`src/rtl/calc_pkg.sv`:
```
// Shared definitions for the calculator sequencer: operator codes, display
// limits, the error code and the controller state encoding.
package calc_pkg;

  // Operator codes as presented on the keypad interface; 6 and 7 are invalid.
  localparam logic [2:0] EQU   = 3'd0;
  localparam logic [2:0] TIMES = 3'd1;
  localparam logic [2:0] DIV   = 3'd2;
  localparam logic [2:0] PLUS  = 3'd3;
  localparam logic [2:0] MINUS = 3'd4;
  localparam logic [2:0] MOD   = 3'd5;

  // Display limits and the value shown on any error.
  localparam int          MAX_POS  = 999_999;
  localparam int          MIN_NEG  = -99_999;
  localparam logic [31:0] ERR_CODE = 32'h00EE_0000;

  typedef enum logic [2:0] {
    ST_IDLE,
    ST_LOAD,
    ST_ADDSUB,
    ST_ITER,
    ST_SIGN,
    ST_CHECK,
    ST_DONE
  } state_t;

  // Operators that run on the shared iterative multiply/divide unit.
  function automatic logic is_muldiv(input logic [2:0] op);
    return (op == TIMES) || (op == DIV) || (op == MOD);
  endfunction

endpackage

```
`src/rtl/iter_muldiv.sv`:
```
// Shared unsigned iterative datapath: shift-add multiply or restoring divide,
// one step per clock. Operands are magnitudes; signs are handled by the caller.
module iter_muldiv #(
  parameter int WIDTH = 32
) (
  input  logic               sw_clk,
  input  logic               load,
  input  logic               step,
  input  logic               mode_div,
  input  logic [WIDTH-1:0]   mag_a,
  input  logic [WIDTH-1:0]   mag_b,
  output logic [2*WIDTH-1:0] product,
  output logic [WIDTH-1:0]   quotient,
  output logic [WIDTH-1:0]   remainder
);

  logic [2*WIDTH-1:0] prod_q;
  logic [2*WIDTH-1:0] mcand_q;
  logic [WIDTH-1:0]   mplier_q;
  logic [WIDTH-1:0]   quo_q;
  logic [WIDTH-1:0]   rem_q;
  logic [WIDTH-1:0]   divisor_q;

  // Partial remainder shifted left by one with the next dividend bit, and the
  // trial subtraction; the top bit of diff is the borrow (trial failed).
  logic [WIDTH:0] rem_shift;
  logic [WIDTH:0] diff;

  assign rem_shift = {rem_q, quo_q[WIDTH-1]};
  assign diff      = rem_shift - {1'b0, divisor_q};

  // Load fresh magnitudes, or advance the selected algorithm by one bit.
  // NOTE: pure datapath registers carry no reset; load always initialises them before any step.
  always_ff @(posedge sw_clk) begin
    if (load) begin
      prod_q    <= '0;
      mcand_q   <= {{WIDTH{1'b0}}, mag_a};
      mplier_q  <= mag_b;
      quo_q     <= mag_a;
      rem_q     <= '0;
      divisor_q <= mag_b;
    end else if (step) begin
      if (mode_div) begin
        if (diff[WIDTH]) begin
          rem_q <= rem_shift[WIDTH-1:0];
          quo_q <= {quo_q[WIDTH-2:0], 1'b0};
        end else begin
          rem_q <= diff[WIDTH-1:0];
          quo_q <= {quo_q[WIDTH-2:0], 1'b1};
        end
      end else begin
        if (mplier_q[0]) begin
          prod_q <= prod_q + mcand_q;
        end
        mcand_q  <= mcand_q << 1;
        mplier_q <= mplier_q >> 1;
      end
    end
  end

  assign product   = prod_q;
  assign quotient  = quo_q;
  assign remainder = rem_q;

endmodule

```
`src/rtl/calc_sequencer.sv`:
```
// Multi-cycle calculator controller: latches a request, runs it on the adder
// or the shared iterative multiply/divide unit, range-checks the signed result
// against the display limits and presents ans/err with a one-cycle done pulse.
module calc_sequencer #(
  parameter int               WIDTH    = 32,
  parameter int               ITER     = 32,  // iteration count, must equal WIDTH
  parameter int               MAX_POS  = calc_pkg::MAX_POS,
  parameter int               MIN_NEG  = calc_pkg::MIN_NEG,
  parameter logic [WIDTH-1:0] ERR_CODE = calc_pkg::ERR_CODE
) (
  input  logic             sw_clk,
  input  logic             rst,
  input  logic             start,
  input  logic [WIDTH-1:0] operand1,
  input  logic [WIDTH-1:0] operand2,
  input  logic [2:0]       operator,
  output logic             busy,
  output logic             done,
  output logic             err,
  output logic [WIDTH-1:0] ans
);
  import calc_pkg::*;

  localparam int XW = 2 * WIDTH;
  localparam int CW = $clog2(ITER);
  localparam logic signed [XW-1:0] MAX_X = XW'(MAX_POS);
  localparam logic signed [XW-1:0] MIN_X = XW'(MIN_NEG);

  state_t                 state;
  logic [WIDTH-1:0]       op1_q;
  logic [WIDTH-1:0]       op2_q;
  logic [2:0]             opr_q;
  logic                   err_forced;
  logic signed [XW-1:0]   result_q;
  logic [CW-1:0]          cnt;

  logic                   s1;
  logic                   s2;
  logic signed [XW-1:0]   op1_x;
  logic signed [XW-1:0]   op2_x;
  logic [WIDTH-1:0]       mag1;
  logic [WIDTH-1:0]       mag2;
  logic [XW-1:0]          product;
  logic [WIDTH-1:0]       quotient;
  logic [WIDTH-1:0]       remainder;
  logic signed [XW-1:0]   addsub_val;
  logic signed [XW-1:0]   signed_val;
  logic                   err_next;

  assign s1    = op1_q[WIDTH-1];
  assign s2    = op2_q[WIDTH-1];
  assign op1_x = {{WIDTH{s1}}, op1_q};
  assign op2_x = {{WIDTH{s2}}, op2_q};

  // Magnitudes read as unsigned, so the most negative operand maps to 2^(WIDTH-1).
  assign mag1 = s1 ? (~op1_q + 1'b1) : op1_q;
  assign mag2 = s2 ? (~op2_q + 1'b1) : op2_q;

  iter_muldiv #(
    .WIDTH (WIDTH)
  ) u_muldiv (
    .sw_clk    (sw_clk),
    .load      ((state == ST_LOAD) && is_muldiv(opr_q)),
    .step      (state == ST_ITER),
    .mode_div  (opr_q != TIMES),
    .mag_a     (mag1),
    .mag_b     (mag2),
    .product   (product),
    .quotient  (quotient),
    .remainder (remainder)
  );

  // Wide add/sub result and sign-restored multiply/divide result.
  always_comb begin
    // NOTE: every value assigned here gets a default first, so no path through the case infers a latch.
    addsub_val = op1_x;
    signed_val = product;
    case (opr_q)
      PLUS:  addsub_val = op1_x + op2_x;
      MINUS: addsub_val = op1_x - op2_x;
      TIMES: if (s1 ^ s2) signed_val = -product;
      DIV:   signed_val = (s1 ^ s2) ? -{{WIDTH{1'b0}}, quotient} : {{WIDTH{1'b0}}, quotient};
      MOD:   signed_val = s1 ? -{{WIDTH{1'b0}}, remainder} : {{WIDTH{1'b0}}, remainder};
      default: ;
    endcase
  end

  assign err_next = err_forced || (result_q > MAX_X) || (result_q < MIN_X);

  // Controller FSM with registered outputs and synchronous active-low reset.
  // NOTE: all sequential state uses <= so every register sees the values from before the edge.
  always_ff @(posedge sw_clk) begin
    if (!rst) begin
      state <= ST_IDLE;
      ans   <= '0;
      err   <= 1'b0;
      done  <= 1'b0;
      busy  <= 1'b0;
      cnt   <= '0;
    end else begin
      done <= 1'b0;
      case (state)
        ST_IDLE: begin
          if (start) begin
            op1_q <= operand1;
            op2_q <= operand2;
            opr_q <= operator;
            busy  <= 1'b1;
            state <= ST_LOAD;
          end
        end
        ST_LOAD: begin
          // Forced errors still pass through ADDSUB so every short path has
          // the same three-edge latency; CHECK overrides the sum.
          err_forced <= 1'b0;
          if (opr_q > MOD) begin
            err_forced <= 1'b1;
            state      <= ST_ADDSUB;
          end else if (((opr_q == DIV) || (opr_q == MOD)) && (op2_q == '0)) begin
            err_forced <= 1'b1;
            state      <= ST_ADDSUB;
          end else if (is_muldiv(opr_q)) begin
            cnt   <= '0;
            state <= ST_ITER;
          end else begin
            state <= ST_ADDSUB;
          end
        end
        ST_ADDSUB: begin
          result_q <= addsub_val;
          state    <= ST_CHECK;
        end
        ST_ITER: begin
          if (cnt == CW'(ITER - 1)) begin
            state <= ST_SIGN;
          end else begin
            cnt <= cnt + 1'b1;
          end
        end
        ST_SIGN: begin
          result_q <= signed_val;
          state    <= ST_CHECK;
        end
        ST_CHECK: begin
          err   <= err_next;
          ans   <= err_next ? ERR_CODE : result_q[WIDTH-1:0];
          done  <= 1'b1;
          busy  <= 1'b0;
          state <= ST_DONE;
        end
        ST_DONE: begin
          state <= ST_IDLE;
        end
        default: begin
          state <= ST_IDLE;
        end
      endcase
    end
  end

endmodule
```
`config.mk`:
```
export PLATFORM = sky130hd
export DESIGN_NAME = calc_sequencer
export DESIGN_NICKNAME = d
export VERILOG_FILES = /design/src/rtl/calc_pkg.sv /design/src/rtl/iter_muldiv.sv /design/src/rtl/calc_sequencer.sv
export SDC_FILE = /design/constraint.sdc
export NUM_CORES = 1
export LEC_CHECK = 0
export ABC_AREA = 1
export ABC_CLOCK_PERIOD_IN_PS = 10600
export CAP_MARGIN = 25
export CORE_ASPECT_RATIO = 1.25
export CORE_MARGIN = 2
export CORE_UTILIZATION = 35
export DETAILED_ROUTE_END_ITERATION = 10
export GPL_ROUTABILITY_DRIVEN = 0
export SLEW_MARGIN = 40
export SYNTH_ARGS = -nofsm -noshare
export SYNTH_HDL_FRONTEND = slang
export SYNTH_SLANG_ARGS = --single-unit
export TNS_END_PERCENT = 20
```
`constraint.sdc`:
```
create_clock -name sw_clk -period 10.6 [get_ports sw_clk]
set_clock_uncertainty 0.05 [all_clocks]
set_input_delay 3.18 -clock sw_clk [delete_from_list [all_inputs] [get_ports sw_clk]]
set_output_delay 3.18 -clock sw_clk [all_outputs]
set_load 0.01 [all_outputs]
```
# Word-level counts from Yosys, hierarchy flattened
# Cells that the tools add are included.
dict set report classes {
  n_addsub 10
  order_cmp 3
  n_eq_ne 19
  n_mux 35
  bitwise 4
  reduce_logical 26
}
# operator n
set op_table {}
lappend op_table {{$mux W32} 13}
lappend op_table {{$pmux W64 S2} 2}
lappend op_table {{$mux W64} 3}
lappend op_table {{$pmux W64 S3} 1}
lappend op_table {{$neg A32 Y64} 2}
lappend op_table {{$add A32 B1 Y32 const B} 2}
lappend op_table {{$add A64 B64 Y64} 1}
lappend op_table {{$gt A64 B21 Y1 const B} 1}
lappend op_table {{$lt A64 B18 Y1 const B} 1}
lappend op_table {{$neg A64 Y64} 1}
lappend op_table {{$not A32 Y32} 2}
lappend op_table {{$add A32 B32 Y33} 1}
lappend op_table {{$sub A32 B32 Y33} 1}
lappend op_table {{$sub A33 B32 Y33} 1}
lappend op_table {{$logic_not A32 Y1} 1}
lappend op_table {{$mux W5} 4}
lappend op_table {{$reduce_and A2 Y1} 8}
lappend op_table {{$pmux W3 S5} 1}
lappend op_table {{$eq A3 B2 Y1 const B} 4}
lappend op_table {{$eq A3 B3 Y1 const B} 4}
lappend op_table {{$ne A2 B2 Y1 const B} 5}
lappend op_table {{$pmux W5 S2} 1}
lappend op_table {{$reduce_bool A2 Y1} 5}
lappend op_table {{$mux W1} 7}
lappend op_table {{16 further kinds} 25}
dict set report totals {
  reg_bits 431
  output_inout_bits 35
  elab_cells 115
}

# Logic depth before layout (Yosys ltp)
dict set report logic_depth {
  ltp_word 7
  ltp_mapped 28
  depth_no_buf 27
}

# Modules after synthesis
# Synthesis repeated with hierarchy kept, for this count alone.
dict set report hier_totals {
  cells_unflattened 5639
  area_unflattened_um2 35190.0
}
# module n_inst cells_per_inst area_per_inst_um2 seq_area_each_um2
set by_module_without_submodules {}
lappend by_module_without_submodules {iter_muldiv 1 2911 18242.5 6406.1}
lappend by_module_without_submodules {calc_sequencer 1 2728 16947.5 4824.6}

# Worst setup path before layout
# OpenSTA, ideal clock, no wires.
dict set report synth_timing {
  path_type {input -> register}
  startpoint {input port rst}
  endpoint {register result_q[0] (enable)}
  setup_time_ns 0.565
  t_arrival_ns 7.753
  required_ns 9.985
  path_slack_ns 2.233
  path_stages 2
  n_path_buf 0
  path_cell_list {clkinv_1 nor3_1}
}
dict set report synth_between {
  elab_chain_cells 1
}
# element line
set synth_lines {}
lappend synth_lines {{start, declared} calc_sequencer.sv:12} ;# input logic rst,
lappend synth_lines {{$reduce_and A2 Y1 (no line)} --}
lappend synth_lines {{end signal, assigned} calc_sequencer.sv:130} ;# result_q <= addsub_val;
lappend synth_lines {{end signal, assigned} calc_sequencer.sv:141} ;# result_q <= signed_val;
lappend synth_lines {{end, declared} calc_sequencer.sv:34} ;# logic signed [XW-1:0] result_q;
# No other way between the ends.
# A chain may end at the register's enable or synchronous reset.

# Final worst setup path
dict set report layout_timing {
  startpoint {register busy}
  endpoint {output port busy}
}
# element line
set layout_rtl {}
lappend layout_rtl {{start, declared} calc_sequencer.sv:17} ;# output logic busy,
lappend layout_rtl {{start signal, assigned} calc_sequencer.sv:98} ;# busy <= 1'b0;
lappend layout_rtl {{start signal, assigned} calc_sequencer.sv:108} ;# busy <= 1'b1;
lappend layout_rtl {{start signal, assigned} calc_sequencer.sv:148} ;# busy <= 1'b0;
# No word-level cell between the ends.

==> impl_metrics.py <==
metrics = {
    "setup_path": {
        "crit_path_cell_trace": "clkdlybuf4s50_1",
        "regToRegSetupSlack_ns": 6.01,
        "end_kind": "primary output",
        "rr_endpoint": "u_muldiv.quotient[8]",
        "crit_family": "buffers and inverters",
        "path_buf_inv": 1,
        "r2r_start": "opr_q[0]",
        "slowest_delay_ns": 0.61,
        "cp-start-kind": "flip-flop",
        "path_class": "reg -> out",
        "ff2ff_path_depth": 10,
        "critical_path_depth": 1,
        "required_ns": 7.37,
        "worst_ep_arrival_time_ns": 1.63,
        "cp_slowest_cell": "clkdlybuf4s50_1",
        "crit_fanout": 2,
    },
    "clock_tree": {
        "clkLatencyLatePin_ns": 0.66,
        "h-tree-depth": 2,
        "cts_post_setup_buffers_inserted": 0,
        "ctsRootBufferMaster": "clkbuf_16",
        "cts_resized": 0,
        "clk_pin_slew_ns": 0.07,
        "cts_hold_buf": 0,
        "cts_tree": "done",
        "numCtsBuffers": 49,
        "cts_max_path_buffers": 3,
        "cts_sinks": 431,
    },
    "route": {
        "dr.pass1.iters": 6,
        "vias_per_cell": 5.225,
        "wl_per_cell_um": 18.61,
        "dr_total_vias": 34770,
        "drc": 0,
        "ant_nets": 0,
        "drt-total-wl_um": 123800,
        "drt-initial-drc-count": 3493,
    },
    "worst_hold_path": {
        "hold_path_depth": 2,
        "hold_end": "ans[31]",
        "hold_path.class": "reg -> reg",
        "holdCritStartpoint": "ans[31]",
    },
    "yosys": {
        "yosys_warnings": 0,
        "yosysUniqueCellTypes": 52,
        "syn_avg_cell_area_sq_um": 6.408,
        "synth_edf_count": 260,
        "yosysSeqAreaShare_pct": 33.14,
        "synth_cells": 5288,
        "ys.flop_type": "edfxtp_1",
        "syn_area_sq_um": 33890,
        "ys_ff_latch": 431,
        "async_reset_ff_share_pct": 0,
        "synth.net_count": 5498,
    },
    "global_route": {
        "grt_pass1_wl_um": 187100,
        "grt_pass1_vias": 32110,
        "antenna_found_initial": 4,
        "grt_overflow": 0,
        "grt_use_total_pct": 24.54,
        "grt_max_degree": 97,
    },
    "final_layout": {
        "final_layout_size_suffix_gt1_share_pct": 3.730,
        "regArea_sq_um": 11230,
        "nets": 5531,
        "fillers": 10370,
        "multi_input_area_sq_um": 19200,
        "mostFrequentLayoutCell": "nand2_1",
        "syn2layout_area_growth_pct": 11.83,
        "final_cell_mix": "nand2_1, inv_1, nor2_1, nand3_1, o21ai_0",
    },
    "timing": {
        "fin_crit_ns": 4.858,
        "period_share_pct": 45.83,
        "slew_violations": 0,
        "fmax_ghz": 0.2058,
        "relSlewSlack_pct": 39.08,
        "holdWs_ns": 0.4173,
        "hold_viol": 0,
        "rsz0062_at_grt": "false",
        "tightest_slew_ns": 0.9042,
        "setup_viol": 0,
        "tns_ns": 0,
    },
    "place": {
        "io_buffers": 104,
        "dp_hpwl_um": 98070,
    },
    "power_and_ir_drop": {
        "power.leakage_nw": 17.71,
        "powerDensity_nw_per_um2": 175.9,
        "vdd_drop_max_mv": 0.1227,
    },
    "floorplan": {
        "die_w_um": 282.3,
        "start_util_pct": 35.31,
        "ioPinCount": 105,
        "num_rows": 127,
        "die_y_um": 351.9,
        "die_area_sq_um": 99340,
        "core_sq_um": 95980,
    },
    "run": {
        "cap_violations": 0,
    },
    "status": {
        "outcome": "finished clean",
    },
}
logic make-up after synthesis:
kind of cell / synth area share, %
AO/OA/AOI/OAI: 13.93
buffers and inverters: 10.28
XOR/XNOR: 2.300
flip-flops: 33.14
adder cells (fa/ha/maj): 5.236
AND/OR/NAND/NOR: 35.11
flip-flops by register name, indices dropped and copies added, names as in the netlist, 3 cells and up:
register,flops
result_q,64
u_muldiv.mcand_q,64
u_muldiv.product,64
ans,32
op1_q,32
op2_q,32
u_muldiv.divisor_q,32
u_muldiv.mplier_q,32
u_muldiv.quotient,32
u_muldiv.remainder,32
cnt,5
opr_q,3
state,3
cell usage after synthesis, types with 44 or more instances:
| master | count | area share [%] |
|---|---|---|
| a21oi_1 | 328 | 4.8 |
| buf_2 | 44 | 0.65 |
| clkbuf_1 | 68 | 0.75 |
| dfxtp_1 | 171 | 10 |
| edfxtp_1 | 260 | 23 |
| ha_1 | 137 | 5.1 |
| inv_1 | 727 | 8.1 |
| nand2_1 | 1632 | 18 |
| nand3_1 | 410 | 6.1 |
| nand4_1 | 71 | 1.3 |
| nor2_1 | 572 | 6.3 |
| nor3_1 | 70 | 1.0 |
| o21ai_0 | 396 | 5.8 |
| xor2_1 | 66 | 1.7 |
layer usage:
layer,up-vias,GRT usage (%),wire [um]
li1,17280,-,-
met1,15840,30.74,50390
met2,1366,41.02,57630
met3,275,3.617,8919
met4,6,12.22,6874
met5,-,0,36
area by class of cell:
type / instances / area share (%)
antenna: 2 / 0.01321
clock buffer: 62 / 3.553
clock inverter: 30 / 1.208
inverter: 743 / 7.379
multi-input combinational: 3969 / 50.68
sequential: 431 / 29.64
tap: 1290 / 4.259
timing repair buffer: 127 / 3.275
power breakdown:
| part | switching, W | total [W] | leakage [nW] | internal (W) |
|---|---|---|---|---|
| clock network | 0.000790 | 0.00191 | 0.874 | 0.00112 |
| registers | 0.000190 | 0.00214 | 3.76 | 0.00195 |
| logic | 0.00185 | 0.00263 | 13.1 | 0.000774 |
| total | 0.00283 | 0.00667 | 17.7 | 0.00384 |
worst max path at each step:
stage | end | startpoint | slack (ns)
after floorplan | result_q[0] | rst | 2.23
after global placement | result_q[53] | rst | 4.99
after detailed placement | result_q[53] | rst | 4.98
after CTS | op1_q[3] | rst | 5.62
after global routing | op1_q[3] | rst | 5.66
final | busy | busy | 5.74
worst reg2reg max path, cell delays in order (launching register included):
cell and delay, ns:
edfxtp_1 0.49, nand3_1 0.50, nand2_2 0.29, inv_2 0.29, nand2_4 0.32, nand2_8 0.44
buf_4 0.68, buf_4 0.65, a21oi_1 0.11, o21ai_0 0.26, o21ai_0 0.18
metrics by stage:
| step | utilization (%) | area [sq um] | cells | total power (W) | setup slack [ns] |
|---|---|---|---|---|---|
| floorplan | - | 33890 | 5288 | 0.003897 | 2.233 |
| finish | 39.48 | 37900 | 6654 | 0.006667 | 5.742 |
| global route | 39.48 | 37890 | 6652 | 0.007050 | 5.665 |
| detailed placement | 37.56 | 36050 | 6559 | 0.004701 | 4.980 |
| CTS | 39.44 | 37860 | 6651 | 0.006622 | 5.618 |
| global placement | 37.55 | 36040 | 6559 | 0.004682 | 4.986 |
No activity file was read; power rests on OpenSTA's default activity.
